[src/rtl/pipe_stall_ctrl_if.sv]
// Hazard inputs and pipeline control outputs of the stall controller.
// The pipeline side holds the master modport, the controller the slave.
interface pipe_stall_ctrl_if #(
   parameter int CNT_BITS = 16
);
   logic [4:0]          dec_rs1;
   logic [4:0]          dec_rs2;
   logic                dec_uses_rs1;
   logic                dec_uses_rs2;
   logic                ex_is_load;
   logic [4:0]          ex_rd;
   logic                ex_mispredict;
   logic                mem_dmiss;
   logic                wb_exception;
   logic                pc_en;
   logic                en_fd;
   logic                en_de;
   logic                en_em;
   logic                en_mw;
   logic                flush_fd;
   logic                flush_de;
   logic                flush_em;
   logic                busy;
   logic [CNT_BITS-1:0] stall_cycles;

   modport master (
      output dec_rs1, dec_rs2, dec_uses_rs1, dec_uses_rs2,
      output ex_is_load, ex_rd, ex_mispredict,
      output mem_dmiss, wb_exception,
      input  pc_en, en_fd, en_de, en_em, en_mw,
      input  flush_fd, flush_de, flush_em,
      input  busy, stall_cycles
   );

   modport slave (
      input  dec_rs1, dec_rs2, dec_uses_rs1, dec_uses_rs2,
      input  ex_is_load, ex_rd, ex_mispredict,
      input  mem_dmiss, wb_exception,
      output pc_en, en_fd, en_de, en_em, en_mw,
      output flush_fd, flush_de, flush_em,
      output busy, stall_cycles
   );
endinterface

[src/rtl/pipe_stall_ctrl.sv]
// Five-stage pipeline stall/flush controller: exceptions, D-cache
// miss freeze, branch mispredict flush, load-use bubble, stall counter.
module pipe_stall_ctrl #(
   parameter int MISS_LATENCY = 5,
   parameter int CNT_BITS     = 16
) (
   input logic              clk,
   input logic              reset,
   pipe_stall_ctrl_if.slave bus
);

   localparam logic [0:0] RUN       = 1'b0;
   localparam logic [0:0] MISS_WAIT = 1'b1;
   localparam logic [7:0] MISS_LOAD = 8'(MISS_LATENCY - 1);

   logic [0:0]          state;
   logic [0:0]          state_nxt;
   logic [7:0]          miss_cnt;
   logic [7:0]          cnt_nxt;
   logic [CNT_BITS-1:0] stall_q;
   logic                load_use;
   logic                rs1_hit;
   logic                rs2_hit;
   // {pc_en, en_fd, en_de, en_em, en_mw}
   logic [4:0]          en;
   // {flush_fd, flush_de, flush_em}
   logic [2:0]          fl;

   assign rs1_hit  = bus.dec_uses_rs1 && (bus.dec_rs1 == bus.ex_rd);
   assign rs2_hit  = bus.dec_uses_rs2 && (bus.dec_rs2 == bus.ex_rd);
   assign load_use = bus.ex_is_load && (bus.ex_rd != 5'd0)
                     && (rs1_hit || rs2_hit);

   always_comb begin
      en        = 5'b00000;
      fl        = 3'b000;
      state_nxt = state;
      cnt_nxt   = miss_cnt;
      if (reset) begin
         state_nxt = RUN;
         cnt_nxt   = 8'd0;
      end else if (bus.wb_exception) begin
         en        = 5'b11111;
         fl        = 3'b111;
         state_nxt = RUN;
         cnt_nxt   = 8'd0;
      end else if (state == MISS_WAIT) begin
         cnt_nxt = miss_cnt - 8'd1;
         if (miss_cnt <= 8'd1) begin
            state_nxt = RUN;
            cnt_nxt   = 8'd0;
         end
      end else if (bus.mem_dmiss) begin
         // the detection cycle itself is the first frozen cycle
         state_nxt = MISS_WAIT;
         cnt_nxt   = MISS_LOAD;
      end else if (bus.ex_mispredict) begin
         en = 5'b11111;
         fl = 3'b110;
      end else if (load_use) begin
         en = 5'b00111;
         fl = 3'b010;
      end else begin
         en = 5'b11111;
      end
   end

   always_ff @(posedge clk or posedge reset) begin
      if (reset) begin
         state    <= RUN;
         miss_cnt <= 8'd0;
      end else begin
         state    <= state_nxt;
         miss_cnt <= cnt_nxt;
      end
   end

   always_ff @(posedge clk or posedge reset) begin
      if (reset) begin
         stall_q <= '0;
      end else if (!en[4] && (stall_q != '1)) begin
         stall_q <= stall_q + CNT_BITS'(1);
      end
   end

   assign bus.pc_en        = en[4];
   assign bus.en_fd        = en[3];
   assign bus.en_de        = en[2];
   assign bus.en_em        = en[1];
   assign bus.en_mw        = en[0];
   assign bus.flush_fd     = fl[2];
   assign bus.flush_de     = fl[1];
   assign bus.flush_em     = fl[0];
   assign bus.busy         = (state == MISS_WAIT) && !reset;
   assign bus.stall_cycles = stall_q;

endmodule

[src/flat_wrapper.sv]
// flat-port wrapper written by rule: the top's interface ports become plain ports
module pipe_stall_ctrl_flat 
#(
   parameter int MISS_LATENCY = 5,
   parameter int CNT_BITS     = 16
)
  (clk, reset, bus_dec_rs1, bus_dec_rs2, bus_dec_uses_rs1, bus_dec_uses_rs2, bus_ex_is_load, bus_ex_rd, bus_ex_mispredict, bus_mem_dmiss, bus_wb_exception, bus_pc_en, bus_en_fd, bus_en_de, bus_en_em, bus_en_mw, bus_flush_fd, bus_flush_de, bus_flush_em, bus_busy, bus_stall_cycles);
  pipe_stall_ctrl_if #(.CNT_BITS(CNT_BITS)) bus_i ();
  input logic clk;
  input logic reset;
  input wire logic [$bits(bus_i.dec_rs1)-1:0] bus_dec_rs1;
  input wire logic [$bits(bus_i.dec_rs2)-1:0] bus_dec_rs2;
  input wire logic [$bits(bus_i.dec_uses_rs1)-1:0] bus_dec_uses_rs1;
  input wire logic [$bits(bus_i.dec_uses_rs2)-1:0] bus_dec_uses_rs2;
  input wire logic [$bits(bus_i.ex_is_load)-1:0] bus_ex_is_load;
  input wire logic [$bits(bus_i.ex_rd)-1:0] bus_ex_rd;
  input wire logic [$bits(bus_i.ex_mispredict)-1:0] bus_ex_mispredict;
  input wire logic [$bits(bus_i.mem_dmiss)-1:0] bus_mem_dmiss;
  input wire logic [$bits(bus_i.wb_exception)-1:0] bus_wb_exception;
  output wire logic [$bits(bus_i.pc_en)-1:0] bus_pc_en;
  output wire logic [$bits(bus_i.en_fd)-1:0] bus_en_fd;
  output wire logic [$bits(bus_i.en_de)-1:0] bus_en_de;
  output wire logic [$bits(bus_i.en_em)-1:0] bus_en_em;
  output wire logic [$bits(bus_i.en_mw)-1:0] bus_en_mw;
  output wire logic [$bits(bus_i.flush_fd)-1:0] bus_flush_fd;
  output wire logic [$bits(bus_i.flush_de)-1:0] bus_flush_de;
  output wire logic [$bits(bus_i.flush_em)-1:0] bus_flush_em;
  output wire logic [$bits(bus_i.busy)-1:0] bus_busy;
  output wire logic [$bits(bus_i.stall_cycles)-1:0] bus_stall_cycles;
  assign bus_i.dec_rs1 = bus_dec_rs1;
  assign bus_i.dec_rs2 = bus_dec_rs2;
  assign bus_i.dec_uses_rs1 = bus_dec_uses_rs1;
  assign bus_i.dec_uses_rs2 = bus_dec_uses_rs2;
  assign bus_i.ex_is_load = bus_ex_is_load;
  assign bus_i.ex_rd = bus_ex_rd;
  assign bus_i.ex_mispredict = bus_ex_mispredict;
  assign bus_i.mem_dmiss = bus_mem_dmiss;
  assign bus_i.wb_exception = bus_wb_exception;
  assign bus_pc_en = bus_i.pc_en;
  assign bus_en_fd = bus_i.en_fd;
  assign bus_en_de = bus_i.en_de;
  assign bus_en_em = bus_i.en_em;
  assign bus_en_mw = bus_i.en_mw;
  assign bus_flush_fd = bus_i.flush_fd;
  assign bus_flush_de = bus_i.flush_de;
  assign bus_flush_em = bus_i.flush_em;
  assign bus_busy = bus_i.busy;
  assign bus_stall_cycles = bus_i.stall_cycles;
  pipe_stall_ctrl #(.MISS_LATENCY(MISS_LATENCY), .CNT_BITS(CNT_BITS)) u_core (.clk(clk), .reset(reset), .bus(bus_i));
endmodule
[config.mk]
export PLATFORM = sky130hd
export DESIGN_NAME = pipe_stall_ctrl_flat
export DESIGN_NICKNAME = d
export VERILOG_FILES = /design/src/rtl/pipe_stall_ctrl_if.sv /design/src/rtl/pipe_stall_ctrl.sv /design/src/flat_wrapper.sv
export SDC_FILE = /design/constraint.sdc
export NUM_CORES = 1
export LEC_CHECK = 0
export CAP_MARGIN = 20
export CORE_MARGIN = 2
export CORE_UTILIZATION = 49
export DETAILED_ROUTE_END_ITERATION = 6
export GPL_TIMING_DRIVEN = 0
export PLACE_DENSITY_LB_ADDON = 0.15
export SLEW_MARGIN = 20
export SYNTH_ARGS = -nofsm -noshare
export SYNTH_HDL_FRONTEND = slang
export SYNTH_SLANG_ARGS = --single-unit
[constraint.sdc]
create_clock -name clk -period 7.2 [get_ports clk]
set_input_delay 2.16 -clock clk [delete_from_list [all_inputs] [get_ports clk]]
set_output_delay 2.16 -clock clk [all_outputs]
set_load 0.03 [all_outputs]
==> reports/results.ini <==
[worst_hold_path]
hold_path_end = u_core.miss_cnt[7]$_DFFE_PP0P_
whs_path_depth = 1
min_from = u_core.miss_cnt[7]$_DFFE_PP0P_
min_path_type = flop to flop

[setup_path]
startpoint = bus_ex_mispredict
arrival_ps = 4750
reg2reg_slack_ps = 4930
crit_slowest_cell = clkdlybuf4s50_1
path_class = input port to primary output
regToRegStartpoint = u_core.bus.stall_cycles[0]$_DFFE_PP0P_
r2r-end = u_core.bus.stall_cycles[14]$_DFFE_PP0P_
max_stage_delay_ps = 660
end_kind = primary output
worst_setup_path_start_kind = input port
worstPathRequired_ps = 5040
cp_max_fo = 10
critical_path.cell_chain = clkdlybuf4s50_1, or3b_2, a21oi_1, clkbuf_1, nand2b_1, buf_4, clkdlybuf4s50_1
cpMostUsedCell = clkdlybuf4s50_1
r2r_cells = 7

[pwr]
fin_total_pwr_uw = 462
p_per_area_mw_per_mm2 = 226
irDropWorstVdd_v = 0.000200
leakagePower_nw = 0.862

[floorplanning]
die-area_sq_mm = 0.00352
fp.dieH_microns = 59.3
rows = 20
floorplan.die.width_microns = 59.3
start_util = 0.503
coreArea_sq_mm = 0.00298
boundaryPins = 48

[global_route]
antenna_found_initial = 0
grt_pass1_vias = 1344
grt-ovfl-total = 0
grt_max_degree = 27
grt_pass1_wl_mm = 6.13
grtUsageTotal = 0.227

[synth]
syn_area_sq_mm = 0.00150
synth_cell_type_count = 43
syn-num-nets = 185
synthTopCellsByArea = dfrtp_1 (42%), xor2_1 (7.6%), xnor2_1 (7.0%)
synthCells = 159
yosys.area.top_type_share = 0.417
synth_seq_cells = 25
ys_seq_area_frac = 0.417
postSynthAreaPerCell_sq_um = 9.43
yosysWarnings = 0
synth_top_area_cell = dfrtp_1

[clock_network]
clock-sinks = 25
ctsHtreeMaxLevel = 1
clock_latency_ps = 310
postCtsHoldBufs = 0
root_buffer = clkbuf_4
cts_tree = built
path_clk_slew_ps = 130
max-clock-path-buffers = 2
numCtsBuffers = 3

[route]
drt_pass1_iterations = 4
viasPerCell = 5.75
drtIter0Drc = 57
drcViolationCount = 0
wirelength_mm = 3.75
ant_nets = 0
vias = 1402
wl_per_cell_microns = 15.4

[sta]
fin_setup_tns_ps = 0
fin_crit_ps = 6910
drv_slew = 0
grt_setup_unrepaired = no
clock.fmax_mhz = 145
worst_pin_slew_ps = 628
setup_viol = 0
max-slew-margin-rel = 0.579
clock_skew_ps = 6.21
hold_viol = 0
layout_worst_path_cycle_share = 0.959

[final_layout]
fillerInstances = 242
instances_no_fill = 244
num_antenna_cells = 0
nNetsFinal = 238
areaGrowthSynthToFinish_pct = 36.5
layout-drive-gt1-share = 0.0758

[outcome]
status = finished clean

[placement]
dp.cells = 239
place_congestion = 0.816
io_buffers = 47
dp_hpwl_mm = 2.73

[flow_run]
max-cap-violations = 0

-- metrics by stage --
| stage | utilization | hold slack [ps] | setup slack (ps) | instance area [sq um] |
|---|---|---|---|---|
| 2_1_floorplan | - | 432 | 1130 | 1500 |
| 3_5_place_dp | 0.675 | 458 | 13.2 | 2010 |
| 3_3_place_gp | 0.675 | 451 | 43.6 | 2010 |
| 6_report | 0.687 | 472 | 294 | 2050 |
| 4_1_cts | 0.684 | 475 | 7.94 | 2040 |
| 5_1_grt | 0.687 | 521 | 119 | 2050 |
-- worst max-delay path: cells and delay by family --
family | cells | cell delay, ps
simple gates | 2 | 660
buf+inv | 4 | 1650
compound gates | 1 | 280
-- area by class of cell --
cell class,instances,area [sq um],area share
flip-flops and latches,25,626,0.306
plain buffers,5,31.3,0.0153
repair inverters,1,5.00,0.00245
inverters,5,22.5,0.0110
well taps,33,41.3,0.0202
clock buffers,4,26.3,0.0128
multi-input cells,124,823,0.402
repair buffers,47,470,0.230
-- Yosys cell counts --
master,n
nand2b_1,3
mux2_1,1
ha_1,3
or2_2,1
o21a_4,1
and4_1,2
o31ai_1,1
nor2_1,12
or3_1,3
dfrtp_1,25
a2111oi_1,1
nand2_1,14
buf_2,1
a31oi_1,1
nand3_1,9
mux2_2,1
inv_1,5
buf_4,3
o41ai_1,1
o21bai_1,1
a22o_1,1
a21o_1,1
or4b_1,1
o221ai_1,1
nor3_1,8
xnor2_1,12
xor2_1,13
a221oi_1,1
o22ai_1,1
and3_1,4
a31o_2,1
a21oi_4,1
or3b_2,1
or4_4,1
o21ai_0,10
nor4b_1,1
o21ai_1,1
nor2b_1,2
nand4_1,3
clkbuf_1,1
a21oi_1,2
nor3b_1,1
nor4_1,2
-- cells in the final DEF (no fill, tap or decap), types with 2 or more instances in the layout --
cell type,Yosys,final
xor2_1,13,13
nand3_1,9,9
nand4_1,3,3
and4_1,2,2
nand2b_1,3,3
nor3_1,8,8
clkbuf_1,1,2
inv_1,5,4
dfrtp_1,25,25
o21ai_0,10,10
nor4_1,2,2
buf_4,3,3
clkbuf_4,0,3
ha_1,3,3
nor2_1,12,12
a21oi_1,2,2
nand2_1,14,14
clkdlybuf4s50_1,0,47
and3_1,4,4
nor2b_1,2,2
or3_1,3,3
xnor2_1,12,12
-- kinds of logic after synthesis --
| family | after synthesis | share of synthesized area |
|---|---|---|
| and+or+nand+nor | 68 | 0.240 |
| AOI/OAI and AO/OA | 26 | 0.124 |
| xor gates and xnor gates | 25 | 0.146 |
| DFF | 25 | 0.417 |
| buffers and inverters | 10 | 0.0334 |
| adders and majority gates | 3 | 0.0250 |
| muxes | 2 | 0.0150 |
-- power by group --
group | leakage, nW | switching, mW | internal (mW)
Clock | 0.0150 | 0.0415 | 0.0216
Sequential | 0.318 | 0.0342 | 0.166
Combinational | 0.529 | 0.108 | 0.0911
Total | 0.862 | 0.183 | 0.278
-- metal layers --
metal	GRT usage	routed length, microns
met1	0.304	1640
met2	0.366	1770
met3	0.0524	323
met4	0.0649	18
met5	0	0
-- worst max-delay path by stage --
stage | endpoint | slack, ps | cells after the start
floorplan | bus_en_em | 1130 | 5
global placement | bus_pc_en | 40 | 7
detailed placement | bus_pc_en | 10 | 7
CTS | bus_pc_en | 8 | 7
global route | bus_en_em | 120 | 7
finish | bus_en_em | 290 | 7
-- registers in the layout, indices dropped and copies added, names as in the netlist --
register                 flops
u_core.miss_cnt              8
u_core.state                 1
u_core.bus.stall_cycles     16
-- what timing repair did --
item	4_1_cts	5_1_grt
setup endpoints to repair	0	5
resized for setup	0	1
buffers inserted	0	0
No activity file was read; power rests on OpenSTA's default activity.
